<file path="config.mk">
export PLATFORM = sky130hd
export DESIGN_NAME = seg_scan_reader
export DESIGN_NICKNAME = d
export VERILOG_FILES = /design/src/rtl/seg_scan_reader.sv
export SDC_FILE = /design/constraint.sdc
export NUM_CORES = 1
export LEC_CHECK = 0
export CORE_MARGIN = 3
export CORE_UTILIZATION = 25
export DETAILED_ROUTE_END_ITERATION = 8
export PLACE_DENSITY = 0.41
export SETUP_SLACK_MARGIN = 0.4
export SLEW_MARGIN = 30
export SYNTH_ARGS = -nofsm -noshare
export SYNTH_HDL_FRONTEND = slang
export SYNTH_SLANG_ARGS = --single-unit
</file>
<file path="constraint.sdc">
create_clock -name clk -period 3.6 [get_ports clk]
set_clock_uncertainty 0.15 [all_clocks]
set_input_delay 0.9 -clock clk [delete_from_list [all_inputs] [get_ports clk]]
set_output_delay 0.9 -clock clk [all_outputs]
set_load 0.005 [all_outputs]
</file>
<file path="src/rtl/seg_scan_reader.sv">
// ---------------------------------------------------------------------------
// seg_scan_reader
//   Reader side of a multiplexed 7-segment digit bus. The anode-select and
//   segment lines are synchronized, filtered for stability, reverse-decoded
//   to a 5-bit signed digit value and emitted as per-digit captures on a
//   valid/ready port. A full-frame snapshot is published once every digit
//   has been captured.
//
//   state | meaning
//   ------+------------------------------------------------------------
//   IDLE  | anodes not one-hot, nothing being tracked
//   TRACK | one-hot pattern latched as ref, counting identical samples
//   HELD  | current stable window already captured, waiting for change
//
// Ports
//   clk           single clock
//   rst           synchronous reset, active-high
//   an_in         anode select, active-high, asynchronous to clk
//   seg_in        segment code {A,B,C,D,E,F,G,DP}, asynchronous to clk
//   cap_valid     capture available
//   cap_ready     consumer accepts capture when cap_valid & cap_ready
//   cap_idx       digit index of capture
//   cap_value     decoded value, two's complement -16..15
//   cap_err       segment code not in table (cap_value = 0)
//   frame_values  digit i at [5i+4:5i], updated atomically at frame_valid
//   frame_valid   1-cycle pulse: every digit captured since last pulse
//   overrun       sticky: a capture was dropped due to backpressure
// ---------------------------------------------------------------------------
module seg_scan_reader #(
  parameter int N_DIGITS   = 4,
  parameter int IDX_W      = 2,
  parameter int STABLE_CYC = 8
) (
  input  logic                  clk,
  input  logic                  rst,
  input  logic [N_DIGITS-1:0]   an_in,
  input  logic [7:0]            seg_in,
  output logic                  cap_valid,
  input  logic                  cap_ready,
  output logic [IDX_W-1:0]      cap_idx,
  output logic [4:0]            cap_value,
  output logic                  cap_err,
  output logic [5*N_DIGITS-1:0] frame_values,
  output logic                  frame_valid,
  output logic                  overrun
);

  localparam int CNT_W = $clog2(STABLE_CYC + 1);
  localparam logic [CNT_W-1:0] CNT_ONE  = CNT_W'(1);
  localparam logic [CNT_W-1:0] CNT_LAST = CNT_W'(STABLE_CYC);

  typedef enum logic [1:0] {
    IDLE  = 2'd0,
    TRACK = 2'd1,
    HELD  = 2'd2
  } state_t;

  // two-stage synchronizers
  logic [N_DIGITS-1:0]   an_m, an_s;
  logic [7:0]            seg_m, seg_s;

  state_t                state;
  logic [CNT_W-1:0]      cnt;
  logic [N_DIGITS-1:0]   ref_an;
  logic [7:0]            ref_seg;

  logic [5*N_DIGITS-1:0] shadow;
  logic [N_DIGITS-1:0]   seen;
  logic [N_DIGITS-1:0]   seen_nxt;

  logic                  an_onehot;
  logic                  pat_same;
  logic [IDX_W-1:0]      ref_idx;
  logic [4:0]            dec_value;
  logic                  dec_err;
  logic                  capture;
  logic                  load;
  logic                  frame_due;

  assign an_onehot = $onehot(an_s);
  assign pat_same  = ({an_s, seg_s} == {ref_an, ref_seg});

  // The capture happens on the sample after the count has reached the
  // threshold, and only if that sample still matches the reference, so a
  // pattern that breaks at the last moment is never reported.
  assign capture   = (state == TRACK) && an_onehot && pat_same && (cnt == CNT_LAST);

  // The output register may be refilled in the same cycle it is drained.
  assign load      = capture && (!cap_valid || cap_ready);
  assign frame_due = &seen;

  always_comb begin
    ref_idx = '0;
    for (int i = 0; i < N_DIGITS; i++) begin
      if (ref_an[i]) ref_idx = IDX_W'(i);
    end
  end

  // A capture landing in the frame-publish cycle starts the next frame.
  always_comb begin
    seen_nxt = frame_due ? '0 : seen;
    if (capture) seen_nxt[ref_idx] = 1'b1;
  end

  // Reverse glyph decode. Positive k uses the plain glyph; negative -k
  // adds the DP bit to glyph k and encodes as 32-k. DP alone is -16.
  always_comb begin
    dec_value = 5'd0;
    dec_err   = 1'b0;
    case (ref_seg)
      8'hFC: dec_value = 5'd0;
      8'h60: dec_value = 5'd1;
      8'hDA: dec_value = 5'd2;
      8'hF2: dec_value = 5'd3;
      8'h66: dec_value = 5'd4;
      8'hB6: dec_value = 5'd5;
      8'hBE: dec_value = 5'd6;
      8'hE0: dec_value = 5'd7;
      8'hFE: dec_value = 5'd8;
      8'hE6: dec_value = 5'd9;
      8'hEE: dec_value = 5'd10;
      8'h3E: dec_value = 5'd11;
      8'h9C: dec_value = 5'd12;
      8'h7A: dec_value = 5'd13;
      8'h9E: dec_value = 5'd14;
      8'h8E: dec_value = 5'd15;
      8'h01: dec_value = 5'd16;
      8'h61: dec_value = 5'd31;
      8'hDB: dec_value = 5'd30;
      8'hF3: dec_value = 5'd29;
      8'h67: dec_value = 5'd28;
      8'hB7: dec_value = 5'd27;
      8'hBF: dec_value = 5'd26;
      8'hE1: dec_value = 5'd25;
      8'hFF: dec_value = 5'd24;
      8'hE7: dec_value = 5'd23;
      8'hEF: dec_value = 5'd22;
      8'h3F: dec_value = 5'd21;
      8'h9D: dec_value = 5'd20;
      8'h7B: dec_value = 5'd19;
      8'h9F: dec_value = 5'd18;
      8'h8F: dec_value = 5'd17;
      default: begin
        dec_value = 5'd0;
        dec_err   = 1'b1;
      end
    endcase
  end

  always_ff @(posedge clk) begin
    if (rst) begin
      an_m         <= '0;
      an_s         <= '0;
      seg_m        <= '0;
      seg_s        <= '0;
      state        <= IDLE;
      cnt          <= '0;
      ref_an       <= '0;
      ref_seg      <= '0;
      shadow       <= '0;
      seen         <= '0;
      cap_valid    <= 1'b0;
      cap_idx      <= '0;
      cap_value    <= '0;
      cap_err      <= 1'b0;
      frame_values <= '0;
      frame_valid  <= 1'b0;
      overrun      <= 1'b0;
    end else begin
      an_m  <= an_in;
      an_s  <= an_m;
      seg_m <= seg_in;
      seg_s <= seg_m;

      case (state)
        IDLE: begin
          if (an_onehot) begin
            state   <= TRACK;
            cnt     <= CNT_ONE;
            ref_an  <= an_s;
            ref_seg <= seg_s;
          end
        end
        TRACK: begin
          if (!an_onehot) begin
            state <= IDLE;
            cnt   <= '0;
          end else if (!pat_same) begin
            cnt     <= CNT_ONE;
            ref_an  <= an_s;
            ref_seg <= seg_s;
          end else if (cnt == CNT_LAST) begin
            state <= HELD;
          end else begin
            cnt <= cnt + CNT_ONE;
          end
        end
        HELD: begin
          if (!pat_same) begin
            if (an_onehot) begin
              state   <= TRACK;
              cnt     <= CNT_ONE;
              ref_an  <= an_s;
              ref_seg <= seg_s;
            end else begin
              state <= IDLE;
              cnt   <= '0;
            end
          end
        end
        default: begin
          state <= IDLE;
          cnt   <= '0;
        end
      endcase

      if (load) begin
        cap_valid <= 1'b1;
        cap_idx   <= ref_idx;
        cap_value <= dec_value;
        cap_err   <= dec_err;
      end else if (cap_ready) begin
        cap_valid <= 1'b0;
      end

      if (capture && !load) overrun <= 1'b1;

      // shadow and seen track every capture, even a dropped one
      if (capture) shadow[5*int'(ref_idx) +: 5] <= dec_value;
      seen <= seen_nxt;

      frame_valid <= frame_due;
      if (frame_due) frame_values <= shadow;
    end
  end

endmodule

</file>
==> impl_metrics.py, run 1 <==
metrics = {
    "outcome": {
        "outcome": "finished clean",
    },
    "routing": {
        "drc": 0,
        "firstDrtPassIters": 4,
        "wl_per_cell_um": 14.90,
        "routed-via-count": 3963,
        "postRouteAntennaNets": 0,
        "wl_um": 12350,
        "drt-vias-per-instance": 4.780,
        "drtIter0Drc": 246,
    },
    "final_layout": {
        "drive_above_1_share_pct": 11.95,
        "multi_input_area_um2": 2630,
        "fillers": 1971,
        "regArea_um2": 1942,
        "antenna_cells": 0,
        "stdcell_area_um2": 5871,
        "fin_nets": 592,
        "area_growth_pct": 21.30,
    },
    "run": {
        "drv_cap": 0,
    },
    "global_route": {
        "grt_pass1_wl_um": 20510,
        "grt_util_all_layers_pct": 11.84,
        "grt_max_degree": 42,
        "antenna_found_initial": 0,
        "gr-total-overflow": 0,
        "grt_pass1_vias": 3826,
    },
    "placed_design": {
        "dpl.hpwl_um": 8547,
        "placed_area_um2": 5485,
        "io_buffers": 45,
        "place_congestion": 0.8132,
    },
    "cts": {
        "cts_buffer_depth": 2,
        "htreeDepth": 3,
        "cts_sinks": 97,
        "clkLatencyLatePin_ns": 0.35,
        "path_clk_slew_ns": 0.07,
        "holdBufCountCts": 0,
        "cts_tree": "built",
        "numCtsBuffers": 9,
        "cts_root_buffer": "clkbuf_16",
    },
    "power_and_ir_drop": {
        "vdd_drop_max_uv": 273.3,
        "sw_frac_of_total_pct": 25.00,
        "power_density_nw_per_um2": 407.8,
        "p_int_mw": 1.796,
        "p_comb_share_pct": 9.7,
        "p_clk_share_pct": 44.0,
        "power_frac_seq_pct": 46.3,
        "p_sw_mw": 0.5986,
        "finalPower_mw": 2.394,
        "p_leak_nw": 2.127,
    },
    "setup_path": {
        "cp-start-kind": "flop",
        "path_class": "flop to flop",
        "critPathRequiredTime_ns": 3.70,
        "crit_path_end_kind": "flop",
        "cp_max_fo": 19,
        "arrival_ns": 3.08,
    },
    "sta": {
        "hold_viol": 0,
        "tightestPinTransition_ns": 0.7144,
        "finalCriticalPeriod_ns": 2.982,
        "final_max_slew_viol_count": 0,
        "finalSetupViolCount": 0,
        "rsz0062_at_grt": "no",
        "max_slew_margin_pct": 52.31,
        "tns_ns": 0,
        "period_share_pct": 82.82,
        "fmax_ghz": 0.3354,
    },
    "logic_synthesis": {
        "synth_seq_cells": 97,
        "ys.flop_type": "dfxtp_1",
        "synth_cells": 532,
        "synthArstFlopShare_pct": 0,
        "ys_warn_count": 0,
        "synth_cell_types": 82,
        "syn_nets": 560,
        "synth.avg_cell_area_um2": 9.097,
        "syn_area_um2": 4840,
        "synth_edf_count": 0,
        "ys_seq_area_share_pct": 40.12,
    },
    "floorplanning": {
        "die_y_um": 145.1,
        "die_area_um2": 21060,
        "core_um2": 18830,
        "rows": 50,
        "ios": 46,
        "die_x_um": 145.1,
        "start_util_pct": 25.70,
    },
    "worst_hold_path": {
        "min_path_type": "flop to flop",
    },
}
[kinds of logic (layout without fill, tap and decap cells)]
family          after synthesis  count (layout)  synth area share (%)
fa+ha+maj                    13              13                 3.516
compound gates              119             119                 18.77
flops                        97              97                 40.12
buf+inv                      60              97                 6.541
simple gates                218             218                 26.29
xor+xnor                     16              16                 2.896
mux                           9               9                 1.862
[registers in the layout (all words and copies together), names as in the netlist, 2 cells and up]
| signal | count |
|---|---|
| an_m | 4 |
| an_s | 4 |
| cap_idx | 2 |
| cap_value | 5 |
| cnt | 4 |
| frame_values | 20 |
| ref_an | 4 |
| ref_seg | 8 |
| seen | 4 |
| seg_m | 8 |
| seg_s | 8 |
| shadow | 20 |
| state | 2 |
[area by class of cell]
type                    instances  area share [%]
repair buffers                 62           9.825
flip-flops and latches         97           33.08
clock inverters                 7           1.705
multi-input cells             375           44.80
inverters                      19           1.215
clock buffers                   9           3.836
well taps                     260           5.541
[worst max-delay path, stage by stage (launching register included)]
cell and delay (ns):
dfxtp_1 0.35, inv_1 0.08, fa_1 0.54, inv_1 0.04
ha_1 0.17, ha_1 0.32, nor4b_4 0.31, and3_1 0.22
buf_6 0.20, a31oi_1 0.19, a22o_2 0.31
[path summary, 6_finish.rpt]
check        startpoint    endpoint  slack (ns)  depth (start not counted)
min reg2reg    seg_m[7]    seg_s[7]        0.29                          1
max reg2reg     an_s[0]  shadow[17]        0.62                         10
min            seg_m[7]    seg_s[7]        0.29                          1
max             an_s[0]  shadow[17]        0.62                         10
[layout by cell type, fill, tap and decap left out, types with 6 or more instances in the layout]
| cell | instances |
|---|---|
| dfxtp_1 | 97 |
| a22o_1 | 9 |
| ha_1 | 12 |
| nand2_1 | 73 |
| a21oi_1 | 30 |
| buf_4 | 16 |
| clkbuf_16 | 9 |
| nor2b_1 | 31 |
| nand4_1 | 8 |
| inv_1 | 18 |
| a31oi_1 | 6 |
| o211ai_1 | 11 |
| mux2i_1 | 9 |
| clkdlybuf4s50_1 | 44 |
| nor3_1 | 6 |
| nor2_1 | 19 |
| nand3_1 | 10 |
| xor2_1 | 15 |
[synth_stat cells, types with 7 or more instances]
cell	n	area share, %
mux2i_1	9	1.9
dfxtp_1	97	40
a21oi_1	30	3.1
buf_2	10	1.0
nor3_1	8	0.83
ha_1	12	3.1
a22o_1	9	1.6
nor2_1	21	1.6
xor2_1	15	2.7
buf_6	7	1.6
clkbuf_1	17	1.3
nand2_1	73	5.7
o211ai_1	11	1.7
nand4_1	8	1.0
nand3_1	11	1.1
inv_1	18	1.4
nor2b_1	31	4.0
[through the flow]
stage	worst slack [ns]	instances	hold WS, ns	utilization, %
after global routing	0.4167	829	0.3129	31.18
final	0.6184	829	0.2875	31.18
after CTS	0.4307	828	0.2876	30.86
after detailed placement	0.4448	812	0.2704	29.13
after floorplan	0.6735	532	0.2638	-
after global placement	0.5332	812	0.2742	29.13
[power by group through the flow]
stage	registers, mW	logic (mW)	clock network, mW
6_report	1.11	0.231	1.05
2_1_floorplan	1.13	0.171	0
5_1_grt	1.11	0.255	1.13
4_1_cts	1.11	0.228	1.09
3_5_place_dp	1.13	0.228	0
3_3_place_gp	1.13	0.225	0
[routing by layer]
layer | routed length [um] | track usage (%) | vias up
li1 | - | - | 1990
met5 | 0 | 0 | -
met2 | 5841 | 19.77 | 81
met4 | 200 | 3.704 | 0
met1 | 5804 | 14.96 | 1875
met3 | 505 | 3.123 | 17
[timing repair]
item / in CTS / in global routing
buffers inserted: 0 / 0
setup endpoints to repair: 0 / 24
resized for setup: 0 / 10
Note: power is estimated with default switching activity, not from simulation.
==> run 2: changes to the inputs <==
--- a/config.mk
+++ b/config.mk
@@ -8,7 +8,7 @@
 export CORE_MARGIN = 3
 export CORE_UTILIZATION = 25
 export DETAILED_ROUTE_END_ITERATION = 8
-export PLACE_DENSITY = 0.41
+export PLACE_DENSITY = 0.43
 export SETUP_SLACK_MARGIN = 0.4
 export SLEW_MARGIN = 30
 export SYNTH_ARGS = -nofsm -noshare
==> constraint.sdc (replaced) <==
create_clock -name clk -period 2.6 [get_ports clk]
set_clock_uncertainty 0.15 [all_clocks]
set_input_delay 0.65 -clock clk [delete_from_list [all_inputs] [get_ports clk]]
set_output_delay 0.65 -clock clk [all_outputs]
set_load 0.005 [all_outputs]
==> run 2 against run 1 <==
Global-route usage grew 0.39 points. Largest power group unchanged. Design area grew 8.8%. Hold slack lost 0.0035 ns. Maximum frequency grew 7.2%. Non-clock buffer count grew 52. Count of clock-buffer cells in the layout grew 1. Total power grew 36%. Combinational power grew 71%. The flow now finishes with violations (negative setup slack).
==> impl_metrics.py, run 2 (synthesis results as in run 1) <==
metrics = {
    "floorplanning": {
        "die_x_um": 145.1,
        "die_y_um": 145.1,
        "core_um2": 18830,
        "ios": 46,
        "start_util_pct": 25.70,
        "rows": 50,
        "die_area_um2": 21060,
    },
    "cts": {
        "cts_tree": "built",
        "holdBufCountCts": 0,
        "htreeDepth": 3,
        "numCtsBuffers": 9,
        "cts_root_buffer": "clkbuf_16",
        "path_clk_slew_ns": 0.07,
        "cts_sinks": 97,
        "cts_buffer_depth": 2,
        "clkLatencyLatePin_ns": 0.35,
    },
    "setup_path": {
        "reg2reg_depth": 11,
        "cp_max_fo": 10,
        "path_buf_inv": 3,
        "critPathSlowestCell": "fa_1",
        "critPathTopFamily": "adder cells",
        "cp_cell_sequence": "inv_2 > fa_1 > inv_1 > ha_2 > ha_4 > nor4b_4 > and3_4 > buf_12 > nand2_2 > o211a_1 > a31o_1",
        "cpPeakStageDelay_ns": 0.53,
        "reg2reg_setup_slack_ns": -0.18,
        "path_class": "flop to flop",
        "critPathRequiredTime_ns": 2.70,
        "arrival_ns": 2.88,
        "r2r_end": "cap_err",
        "cp-start-kind": "flop",
        "crit_path_end_kind": "flop",
        "worstReg2RegStart": "an_s[0]",
    },
    "global_route": {
        "use_met1_pct": 15.41,
        "gr-usage-met3_pct": 2.592,
        "grt_pass1_wl_um": 21180,
        "grt_max_degree": 78,
        "grt.busiest_layer": "met2",
        "gr-total-overflow": 0,
        "antenna_found_initial": 0,
        "grt_util_all_layers_pct": 12.23,
        "grt_pass1_vias": 4001,
        "met2_usage_pct": 20.92,
    },
    "final_layout": {
        "reg_top3": "frame_values x20, shadow x20",
        "final_cell_mix": "95 x dfxtp_1, 72 x nand2_1, 59 x buf_4, 44 x clkdlybuf4s50_1, 31 x nor2b_1",
        "antenna_cells": 0,
        "multi_input_area_um2": 2698,
        "regArea_um2": 1944,
        "fillers": 1928,
        "layout_commonest_cell": "dfxtp_1",
        "stdcell_area_um2": 6385,
        "area_growth_pct": 31.93,
        "final_cells": 881,
        "fin_nets": 644,
        "drive_above_1_share_pct": 21.26,
    },
    "power_and_ir_drop": {
        "finalPower_mw": 3.260,
        "p_clk_share_pct": 40.6,
        "vdd_drop_max_uv": 318.7,
        "p_sw_mw": 0.8160,
        "p_comb_share_pct": 12.2,
        "power_density_nw_per_um2": 510.6,
        "p_leak_nw": 2.408,
        "sw_frac_of_total_pct": 25.03,
        "power_frac_seq_pct": 47.2,
        "p_int_mw": 2.444,
    },
    "sta": {
        "final_max_slew_viol_count": 0,
        "tightestPinTransition_ns": 0.6619,
        "hold_viol": 0,
        "period_share_pct": 107.0,
        "finalSetupViolCount": 34,
        "postLayoutSetupSlackWorst_ns": -0.1820,
        "max_slew_margin_pct": 55.88,
        "fmax_ghz": 0.3595,
        "rsz0062_at_grt": "yes",
        "finalCriticalPeriod_ns": 2.782,
    },
    "placed_design": {
        "placed_area_um2": 5902,
        "io_buffers": 45,
        "dpl.hpwl_um": 9179,
        "place_congestion": 0.7993,
        "place_inst": 855,
    },
    "routing": {
        "drt-vias-per-instance": 4.690,
        "postRouteAntennaNets": 0,
        "routed-via-count": 4132,
        "wl_per_cell_um": 14.38,
        "drtIter0Drc": 232,
        "wl_um": 12670,
        "firstDrtPassIters": 4,
        "drc": 0,
    },
    "outcome": {
        "outcome": "finished, violations left",
        "failed_checks": "negative setup slack",
    },
    "worst_hold_path": {
        "hp-start": "seg_m[5]",
        "whs_path_depth": 1,
        "holdPathEnd": "seg_s[5]",
        "min_path_type": "flop to flop",
    },
    "run": {
        "drv_cap": 0,
    },
}
run 2: layout make-up:
| class | instances | share of cell area (%) |
|---|---|---|
| multi-input cells | 375 | 42.25 |
| flip-flops and latches | 97 | 30.45 |
| repair buffers | 114 | 16.44 |
| well taps | 260 | 5.095 |
| clock buffers | 10 | 3.586 |
| inverters | 19 | 1.117 |
| clock inverters | 6 | 1.058 |
run 2: what timing repair did:
action | CTS | global route
setup endpoints to repair | 51 | 52
gates resized for setup | 14 | 8
setup buffers | 8 | 1
gates cloned | 1 | 0
pin swaps | 11 | 11
run 2: power groups by stage:
stage / Combinational [mW] / Clock [mW] / Sequential (mW)
after floorplan: 0.242 / 0 / 1.56
after global placement: 0.369 / 0 / 1.57
after detailed placement: 0.373 / 0 / 1.57
after CTS: 0.398 / 1.38 / 1.54
after global routing: 0.434 / 1.44 / 1.54
final: 0.396 / 1.32 / 1.54
run 2: worst max path at each step:
| stage | startpoint | to | cells after the start |
|---|---|---|---|
| floorplan | an_s[0] | cap_err | 11 |
| global placement | an_s[0] | cap_value[0] | 11 |
| detailed placement | an_s[0] | cap_value[0] | 11 |
| CTS | an_s[0] | cap_err | 11 |
| global route | an_s[0] | cap_value[4] | 12 |
| finish | an_s[0] | cap_err | 11 |
run 2: per-stage QoR:
stage | setup TNS, ns | hold WS [ns] | util, % | worst slack (ns)
6_report | -3.899 | 0.2840 | 33.91 | -0.1820
5_1_grt | -7.994 | 0.3082 | 33.91 | -0.2786
4_1_cts | -2.294 | 0.2870 | 33.68 | -0.1212
3_5_place_dp | -2.971 | 0.2704 | 31.34 | -0.1853
3_3_place_gp | -1.742 | 0.2666 | 31.34 | -0.1118
2_1_floorplan | 0 | 0.2637 | - | 0.04482
run 2: metal layers:
| metal | up-vias | part of all wire [%] |
|---|---|---|
| met5 | - | 0 |
| met2 | 69 | 49 |
| met4 | 0 | 1.8 |
| met1 | 1949 | 46 |
| li1 | 2095 | - |
| met3 | 19 | 3.4 |
run 2: worst reg2reg max path, delay by kind of cell, from the launching register on:
kind / cells / cell delay (ns)
fa+ha+maj: 3 / 0.94
compound gates: 2 / 0.37
flops: 1 / 0.33
simple gates: 3 / 0.66
buf+inv: 3 / 0.22
